## src/rtl/mem_stage_if.sv

```systemverilog
// Bundle between the EX/MEM pipeline side (plus data memory) and the memory-stage sequencer.
interface mem_stage_if #(
    parameter int AW = 16
);
    logic          valid_in;
    logic [2:0]    op;
    logic [AW-1:0] addr_in;
    logic [15:0]   wdata_in;
    logic [31:0]   wdata32_in;
    logic [15:0]   mem_rdata;
    logic          mem_read;
    logic          mem_write;
    logic [AW-1:0] mem_addr;
    logic [15:0]   mem_wdata;
    logic          stall;
    logic          done;
    logic [31:0]   rdata_out;
    logic [AW-1:0] sp_out;
    logic          exc;
    logic [1:0]    exc_code;

    // Pipeline and memory side: issues operations, returns read data.
    modport master (
        output valid_in, op, addr_in, wdata_in, wdata32_in, mem_rdata,
        input  mem_read, mem_write, mem_addr, mem_wdata, stall, done,
        input  rdata_out, sp_out, exc, exc_code
    );

    // Sequencer side.
    modport slave (
        input  valid_in, op, addr_in, wdata_in, wdata32_in, mem_rdata,
        output mem_read, mem_write, mem_addr, mem_wdata, stall, done,
        output rdata_out, sp_out, exc, exc_code
    );
endinterface

```

## src/rtl/mem_stage_ctrl.sv

```systemverilog
// Memory-stage sequencer: turns EX/MEM ops into word-wide memory strobes, owns the
// stack pointer, splits 32-bit push/pop into two accesses and flags illegal accesses.
module mem_stage_ctrl #(
    parameter int            AW      = 16,
    parameter logic [AW-1:0] MEM_TOP = 16'h07FF
) (
    input  logic      clk,
    input  logic      rst_n,
    mem_stage_if.slave bus
);
    localparam logic [2:0] OP_LDD    = 3'd1;
    localparam logic [2:0] OP_STD    = 3'd2;
    localparam logic [2:0] OP_PUSH   = 3'd3;
    localparam logic [2:0] OP_POP    = 3'd4;
    localparam logic [2:0] OP_PUSH32 = 3'd5;
    localparam logic [2:0] OP_POP32  = 3'd6;

    localparam logic [1:0] EXC_NONE  = 2'b00;
    localparam logic [1:0] EXC_ADDR  = 2'b01;
    localparam logic [1:0] EXC_OVF   = 2'b10;
    localparam logic [1:0] EXC_UNF   = 2'b11;

    typedef enum logic {IDLE, SECOND} state_t;

    state_t        state;
    logic [AW-1:0] sp;
    logic          pop32_p1;     // second half belongs to a POP32 (else PUSH32)
    logic [15:0]   lo_word_p1;   // low half carried into SECOND (push data or popped word)
    logic          done_q;
    logic          exc_q;
    logic [1:0]    code_q;
    logic [31:0]   rdata_q;

    logic [AW-1:0] sp_inc1, sp_inc2, sp_dec1, sp_dec2;
    logic          op_act;
    logic          start32;
    logic [1:0]    code_c;
    logic          rd_c, wr_c, stall_c;
    logic [AW-1:0] addr_c;
    logic [15:0]   wdata_c;

    // 16-bit wrap is intentional: POP at SP=FFFF targets address 0.
    assign sp_inc1 = sp + AW'(1);
    assign sp_inc2 = sp + AW'(2);
    assign sp_dec1 = sp - AW'(1);
    assign sp_dec2 = sp - AW'(2);

    // Reserved op 7 behaves like NOP.
    assign op_act  = (state == IDLE) && bus.valid_in &&
                     (bus.op != 3'd0) && (bus.op != 3'd7);
    assign start32 = op_act && (code_c == EXC_NONE) &&
                     ((bus.op == OP_PUSH32) || (bus.op == OP_POP32));

    // Legality checks and memory strobes; memory samples these on the falling edge.
    always_comb begin
        code_c  = EXC_NONE;
        rd_c    = 1'b0;
        wr_c    = 1'b0;
        stall_c = 1'b0;
        addr_c  = '0;
        wdata_c = '0;
        if (state == SECOND) begin
            if (pop32_p1) begin
                rd_c   = 1'b1;
                addr_c = sp_inc2;
            end else begin
                wr_c    = 1'b1;
                addr_c  = sp_dec1;
                wdata_c = lo_word_p1;
            end
        end else if (bus.valid_in) begin
            case (bus.op)
                OP_LDD: begin
                    if (bus.addr_in > MEM_TOP) code_c = EXC_ADDR;
                    else begin
                        rd_c   = 1'b1;
                        addr_c = bus.addr_in;
                    end
                end
                OP_STD: begin
                    if (bus.addr_in > MEM_TOP) code_c = EXC_ADDR;
                    else begin
                        wr_c    = 1'b1;
                        addr_c  = bus.addr_in;
                        wdata_c = bus.wdata_in;
                    end
                end
                OP_PUSH: begin
                    if (sp > MEM_TOP) code_c = EXC_OVF;
                    else begin
                        wr_c    = 1'b1;
                        addr_c  = sp;
                        wdata_c = bus.wdata_in;
                    end
                end
                OP_POP: begin
                    if (sp_inc1 > MEM_TOP) code_c = EXC_UNF;
                    else begin
                        rd_c   = 1'b1;
                        addr_c = sp_inc1;
                    end
                end
                OP_PUSH32: begin
                    if ((sp > MEM_TOP) || (sp == '0)) code_c = EXC_OVF;
                    else begin
                        wr_c    = 1'b1;
                        addr_c  = sp;
                        wdata_c = bus.wdata32_in[31:16];
                        stall_c = 1'b1;
                    end
                end
                OP_POP32: begin
                    if (sp_inc2 > MEM_TOP) code_c = EXC_UNF;
                    else begin
                        rd_c    = 1'b1;
                        addr_c  = sp_inc1;
                        stall_c = 1'b1;
                    end
                end
                default: ;
            endcase
        end
    end

    // Sequencer state, stack pointer and registered results.
    always_ff @(posedge clk or negedge rst_n) begin
        if (!rst_n) begin
            state    <= IDLE;
            sp       <= MEM_TOP;
            pop32_p1 <= 1'b0;
            done_q   <= 1'b0;
            exc_q    <= 1'b0;
            code_q   <= EXC_NONE;
            rdata_q  <= '0;
        end else begin
            done_q <= 1'b0;
            exc_q  <= 1'b0;
            code_q <= EXC_NONE;
            case (state)
                IDLE: begin
                    if (op_act) begin
                        if (code_c != EXC_NONE) begin
                            done_q <= 1'b1;
                            exc_q  <= 1'b1;
                            code_q <= code_c;
                        end else begin
                            case (bus.op)
                                OP_LDD: begin
                                    done_q  <= 1'b1;
                                    rdata_q <= {16'h0000, bus.mem_rdata};
                                end
                                OP_STD: done_q <= 1'b1;
                                OP_PUSH: begin
                                    done_q <= 1'b1;
                                    sp     <= sp_dec1;
                                end
                                OP_POP: begin
                                    done_q  <= 1'b1;
                                    rdata_q <= {16'h0000, bus.mem_rdata};
                                    sp      <= sp_inc1;
                                end
                                OP_PUSH32, OP_POP32: begin
                                    state    <= SECOND;
                                    pop32_p1 <= (bus.op == OP_POP32);
                                end
                                default: ;
                            endcase
                        end
                    end
                end
                SECOND: begin
                    state  <= IDLE;
                    done_q <= 1'b1;
                    if (pop32_p1) begin
                        sp      <= sp_inc2;
                        rdata_q <= {bus.mem_rdata, lo_word_p1};
                    end else begin
                        sp <= sp_dec2;
                    end
                end
                default: state <= IDLE;
            endcase
        end
    end

    // Low half captured on the first cycle of a 32-bit op: push data, or the popped low word.
    always_ff @(posedge clk) begin
        if (start32)
            lo_word_p1 <= (bus.op == OP_POP32) ? bus.mem_rdata : bus.wdata32_in[15:0];
    end

    assign bus.mem_read  = rd_c;
    assign bus.mem_write = wr_c;
    assign bus.mem_addr  = addr_c;
    assign bus.mem_wdata = wdata_c;
    assign bus.stall     = stall_c;
    assign bus.done      = done_q;
    assign bus.exc       = exc_q;
    assign bus.exc_code  = code_q;
    assign bus.rdata_out = rdata_q;
    assign bus.sp_out    = sp;
endmodule

```

## src/flat_wrapper.sv

```systemverilog
// flat-port wrapper written by rule: the top's interface ports become plain ports
module mem_stage_ctrl_flat 
#(
    parameter int            AW      = 16,
    parameter logic [AW-1:0] MEM_TOP = 16'h07FF
)
  (clk, rst_n, bus_valid_in, bus_op, bus_addr_in, bus_wdata_in, bus_wdata32_in, bus_mem_rdata, bus_mem_read, bus_mem_write, bus_mem_addr, bus_mem_wdata, bus_stall, bus_done, bus_rdata_out, bus_sp_out, bus_exc, bus_exc_code);
  mem_stage_if #(.AW(AW)) bus_i ();
  input  logic clk;
  input  logic rst_n;
  input wire logic [$bits(bus_i.valid_in)-1:0] bus_valid_in;
  input wire logic [$bits(bus_i.op)-1:0] bus_op;
  input wire logic [$bits(bus_i.addr_in)-1:0] bus_addr_in;
  input wire logic [$bits(bus_i.wdata_in)-1:0] bus_wdata_in;
  input wire logic [$bits(bus_i.wdata32_in)-1:0] bus_wdata32_in;
  input wire logic [$bits(bus_i.mem_rdata)-1:0] bus_mem_rdata;
  output wire logic [$bits(bus_i.mem_read)-1:0] bus_mem_read;
  output wire logic [$bits(bus_i.mem_write)-1:0] bus_mem_write;
  output wire logic [$bits(bus_i.mem_addr)-1:0] bus_mem_addr;
  output wire logic [$bits(bus_i.mem_wdata)-1:0] bus_mem_wdata;
  output wire logic [$bits(bus_i.stall)-1:0] bus_stall;
  output wire logic [$bits(bus_i.done)-1:0] bus_done;
  output wire logic [$bits(bus_i.rdata_out)-1:0] bus_rdata_out;
  output wire logic [$bits(bus_i.sp_out)-1:0] bus_sp_out;
  output wire logic [$bits(bus_i.exc)-1:0] bus_exc;
  output wire logic [$bits(bus_i.exc_code)-1:0] bus_exc_code;
  assign bus_i.valid_in = bus_valid_in;
  assign bus_i.op = bus_op;
  assign bus_i.addr_in = bus_addr_in;
  assign bus_i.wdata_in = bus_wdata_in;
  assign bus_i.wdata32_in = bus_wdata32_in;
  assign bus_i.mem_rdata = bus_mem_rdata;
  assign bus_mem_read = bus_i.mem_read;
  assign bus_mem_write = bus_i.mem_write;
  assign bus_mem_addr = bus_i.mem_addr;
  assign bus_mem_wdata = bus_i.mem_wdata;
  assign bus_stall = bus_i.stall;
  assign bus_done = bus_i.done;
  assign bus_rdata_out = bus_i.rdata_out;
  assign bus_sp_out = bus_i.sp_out;
  assign bus_exc = bus_i.exc;
  assign bus_exc_code = bus_i.exc_code;
  mem_stage_ctrl #(.AW(AW), .MEM_TOP(MEM_TOP)) u_core (.clk(clk), .rst_n(rst_n), .bus(bus_i));
endmodule
```

## config.mk

```make
export PLATFORM = sky130hd
export DESIGN_NAME = mem_stage_ctrl_flat
export DESIGN_NICKNAME = d
export VERILOG_FILES = /design/src/rtl/mem_stage_if.sv /design/src/rtl/mem_stage_ctrl.sv /design/src/flat_wrapper.sv
export SDC_FILE = /design/constraint.sdc
export NUM_CORES = 1
export LEC_CHECK = 0
export ABC_CLOCK_PERIOD_IN_PS = 4690
export CORE_MARGIN = 1.5
export CORE_UTILIZATION = 35
export CTS_CLUSTER_DIAMETER = 50
export DETAILED_ROUTE_END_ITERATION = 16
export SLEW_MARGIN = 20
export SYNTH_ARGS = -nofsm -noshare
export SYNTH_HDL_FRONTEND = slang
export SYNTH_SLANG_ARGS = --single-unit
```

## constraint.sdc

```tcl
create_clock -name clk -period 4.69 [get_ports clk]
set_input_delay 0.938 -clock clk [delete_from_list [all_inputs] [get_ports clk]]
set_output_delay 0.938 -clock clk [all_outputs]
set_load 0.1 [all_outputs]
```

==> reports/metrics.yaml <==
logic_synthesis:
  avgSynthCellArea_sq_um: 8.37
  synth-seq-cells: 70
  synth-edff-count: 16
  netlist_area_sq_um: 5440
  synthCells: 650
  synth_ff_type: "dfrtp_1"
  synth.distinct_cells: 68
  syn-num-nets: 743
  yosysSeqAreaShare_pct: 33.9
  ys_warn_count: 0
  async_flop_share_pct: 77.1
worst_hold_path:
  hold_start: "u_core.bus.rdata_out[31]"
  hp-class: "reg -> reg"
detailed_routing:
  dr.pass1.iters: 6
  drc: 0
  drt-total-wl_um: 20500
  routedWlPerCell_um: 20.5
  drtIter0Drc: 566
  drtAntennaViolNets: 0
  via_per_inst: 5.78
  vias: 5778
pwr:
  p_leak_nw: 3.06
  p_switching_mw: 2.39
  ir_worst_vdd_mv: 0.298
  power_frac_seq_pct: 26.7
  power_frac_comb_pct: 57.9
  swShare_pct: 55.7
  power.density_nw_per_um2: 529
  clkPwrFrac_pct: 15.4
  internal_power_mw: 1.91
  p_total_mw: 4.30
clocking:
  tritoncts: "built"
  ctsRootBufferMaster: "clkbuf_16"
  cts_buffers: 9
  clk_pin_slew_worst_paths_ns: 0.06
  clk_path_buf_depth: 2
  clock_latency_ns: 0.35
  htree_levels: 3
  clock-sinks: 70
  hold_buffers: 0
setup_path:
  cp.arrival_ns: 3.44
  r2r-start: "u_core.bus.sp_out[6]"
  start_kind: "flop"
  required_ns: 3.75
  crit_path_max_fanout: 16
  path_class: "reg -> out"
  end_kind: "primary output"
  crit_start: "u_core.bus.sp_out[6]"
timing:
  finClkSkew_ns: 0.00954
  worstMarginPinSlew_ns: 1.03
  rsz0062_at_grt: "no"
  hold_viol: 0
  max_slew_margin_pct: 30.9
  whs_ns: 0.501
  worst_slack_ns: 0.312
  drv_slew: 0
  fin_crit_sh_pct: 93.4
  max_freq_ghz: 0.228
  fin_crit_ns: 4.38
  final-setup-viol-count: 0
status:
  outcome: "complete, no violations"
final_layout:
  num-nets-final: 899
  utilization_pct: 53.5
  n_antenna_cell: 0
  final_common_cell: "clkdlybuf4s50_1"
  fill_cells: 1453
  area_growth_pct: 49.7
  final_cell_mix: "136 x clkdlybuf4s50_1, 113 x nand2_1, 49 x nor2_1"
  drive_gt1_share_pct: 19.9
grt:
  grt_max_degree: 55
  track_usage_pct: 25.8
  grt_pass1_wl_um: 32600
  overflow: 0
  grt_pass1_vias: 5929
  grt_antenna_before_repair: 0
place:
  dpl.hpwl_um: 14600
  dp_slack_ns: 0.502
  io_buffers: 172
  gp_congestion: 0.933
floorplan:
  die_area_sq_um: 16300
  initial_core_util_pct: 35.8
  num_rows: 45
  dieWidth_um: 128
  io_pins: 173
  die_h_um: 128
  core-area_sq_um: 15200
run:
  max_cap_viol_count: 0
[power groups by stage]
stage / sequential, mW / combinational, mW / clock, mW
floorplan: 2.00 / 0.986 / 0
global placement: 1.14 / 2.45 / 0
detailed placement: 1.15 / 2.47 / 0
CTS: 1.15 / 2.48 / 0.673
global route: 1.19 / 2.61 / 0.691
finish: 1.15 / 2.49 / 0.662
[area by class of cell]
| cell class | count | area, sq um | share of cell area [%] |
|---|---|---|---|
| repair buffers | 197 | 2250 | 27.7 |
| multi-input cells | 515 | 3450 | 42.4 |
| flip-flops and latches | 70 | 1880 | 23.0 |
| well taps | 188 | 235 | 2.89 |
| clock inverters | 6 | 45.0 | 0.554 |
| clock buffers | 10 | 229 | 2.81 |
| inverters | 13 | 48.8 | 0.600 |
[metal layers]
metal	wire, um	track usage [%]	share of wire (%)	up-vias
met2	9570	42.3	47	295
met3	2110	8.92	10	37
met5	0	0	0	-
met1	8240	31.5	40	2772
li1	-	-	-	2674
met4	575	9.39	2.8	0
[worst paths after layout]
check	to	slack, ns	depth (start not counted)
worst max-delay path	bus_mem_addr[7]	0.31	9
worst min-delay path	u_core.bus.rdata_out[31]	0.50	1
worst max register to register	u_core.bus.sp_out[15]	0.85	9
worst min register to register	u_core.bus.rdata_out[31]	0.50	1
max in group asynchronous	u_core.bus.sp_out[13]	3.41	2
min in group asynchronous	u_core.bus.sp_out[12]	0.75	2
[per-stage QoR]
step | std cells | setup TNS [ns] | instance area [sq um]
floorplan | 650 | -0.406 | 5580
global placement | 982 | 0 | 7830
detailed placement | 982 | 0 | 7830
CTS | 998 | 0 | 8110
global route | 999 | 0 | 8140
finish | 999 | 0 | 8140
[sequential cells by signal (all words and copies together), names as in the netlist]
register	count
u_core.state	1
u_core.lo_word_p1	16
u_core.bus.sp_out	16
u_core.bus.exc_code	2
u_core.bus.done	1
u_core.bus.exc	1
u_core.bus.rdata_out	32
u_core.pop32_p1	1
[cell families (layout without fill, tap and decap cells)]
group                      count (synthesis)  count (layout)  share of synthesized area, %
and+or+nand+nor                          244             244                          21.7
AOI/OAI and AO/OA                        176             176                          21.8
DFF                                       70              70                          33.9
buffers and inverters                     65             226                          5.18
xor gates and xnor gates                  49              49                          7.89
muxes                                     38              38                          7.73
adders and majority gates                  8               8                          1.79
[critical path: stages, from the launching register on]
cell	delay [ns]
dfstp_2	0.72
nand2_1	0.34
nor4_2	0.33
xor2_1	0.20
nor4b_4	0.41
nand2_1	0.17
a21o_1	0.31
o41ai_2	0.25
a21o_1	0.16
buf_12	0.18
[cell usage after synthesis (4+ instances only)]
cell type  instances  share of area, %
a22oi_1           22               3.0
nand2_1          113               7.8
a21oi_1           26               2.4
mux2i_1            6               1.1
a22o_1            17               2.7
clkbuf_1          39               2.7
xor2_1            26               4.2
buf_4              4              0.55
or3_1              8              0.92
a31oi_1           10               1.2
nor3_1            14               1.3
inv_1             13              0.90
xnor2_1           23               3.7
dfrtp_1           43                20
nand4_1            6              0.69
o31ai_1            8               1.1
buf_2              5              0.46
mux2_2            32               6.6
dfstp_2           11               5.3
nor2_1            50               3.5
a222oi_1           6               1.1
o22ai_1            5              0.58
nand2b_1           6              0.69
ha_1               7               1.6
o211ai_1           5              0.69
nor4_1             8              0.92
o21ai_0           48               4.4
nor2b_1            4              0.46
and3_1             4              0.46
edfxtp_1          16               8.8
nand3_1           12               1.1
[what timing repair did]
| action | in CTS | in global routing |
|---|---|---|
| setup buffers | 0 | 1 |
| gates resized for setup | 0 | 4 |
| endpoints found under the setup margin | 0 | 1 |
No activity file was read; power rests on OpenSTA's default activity.
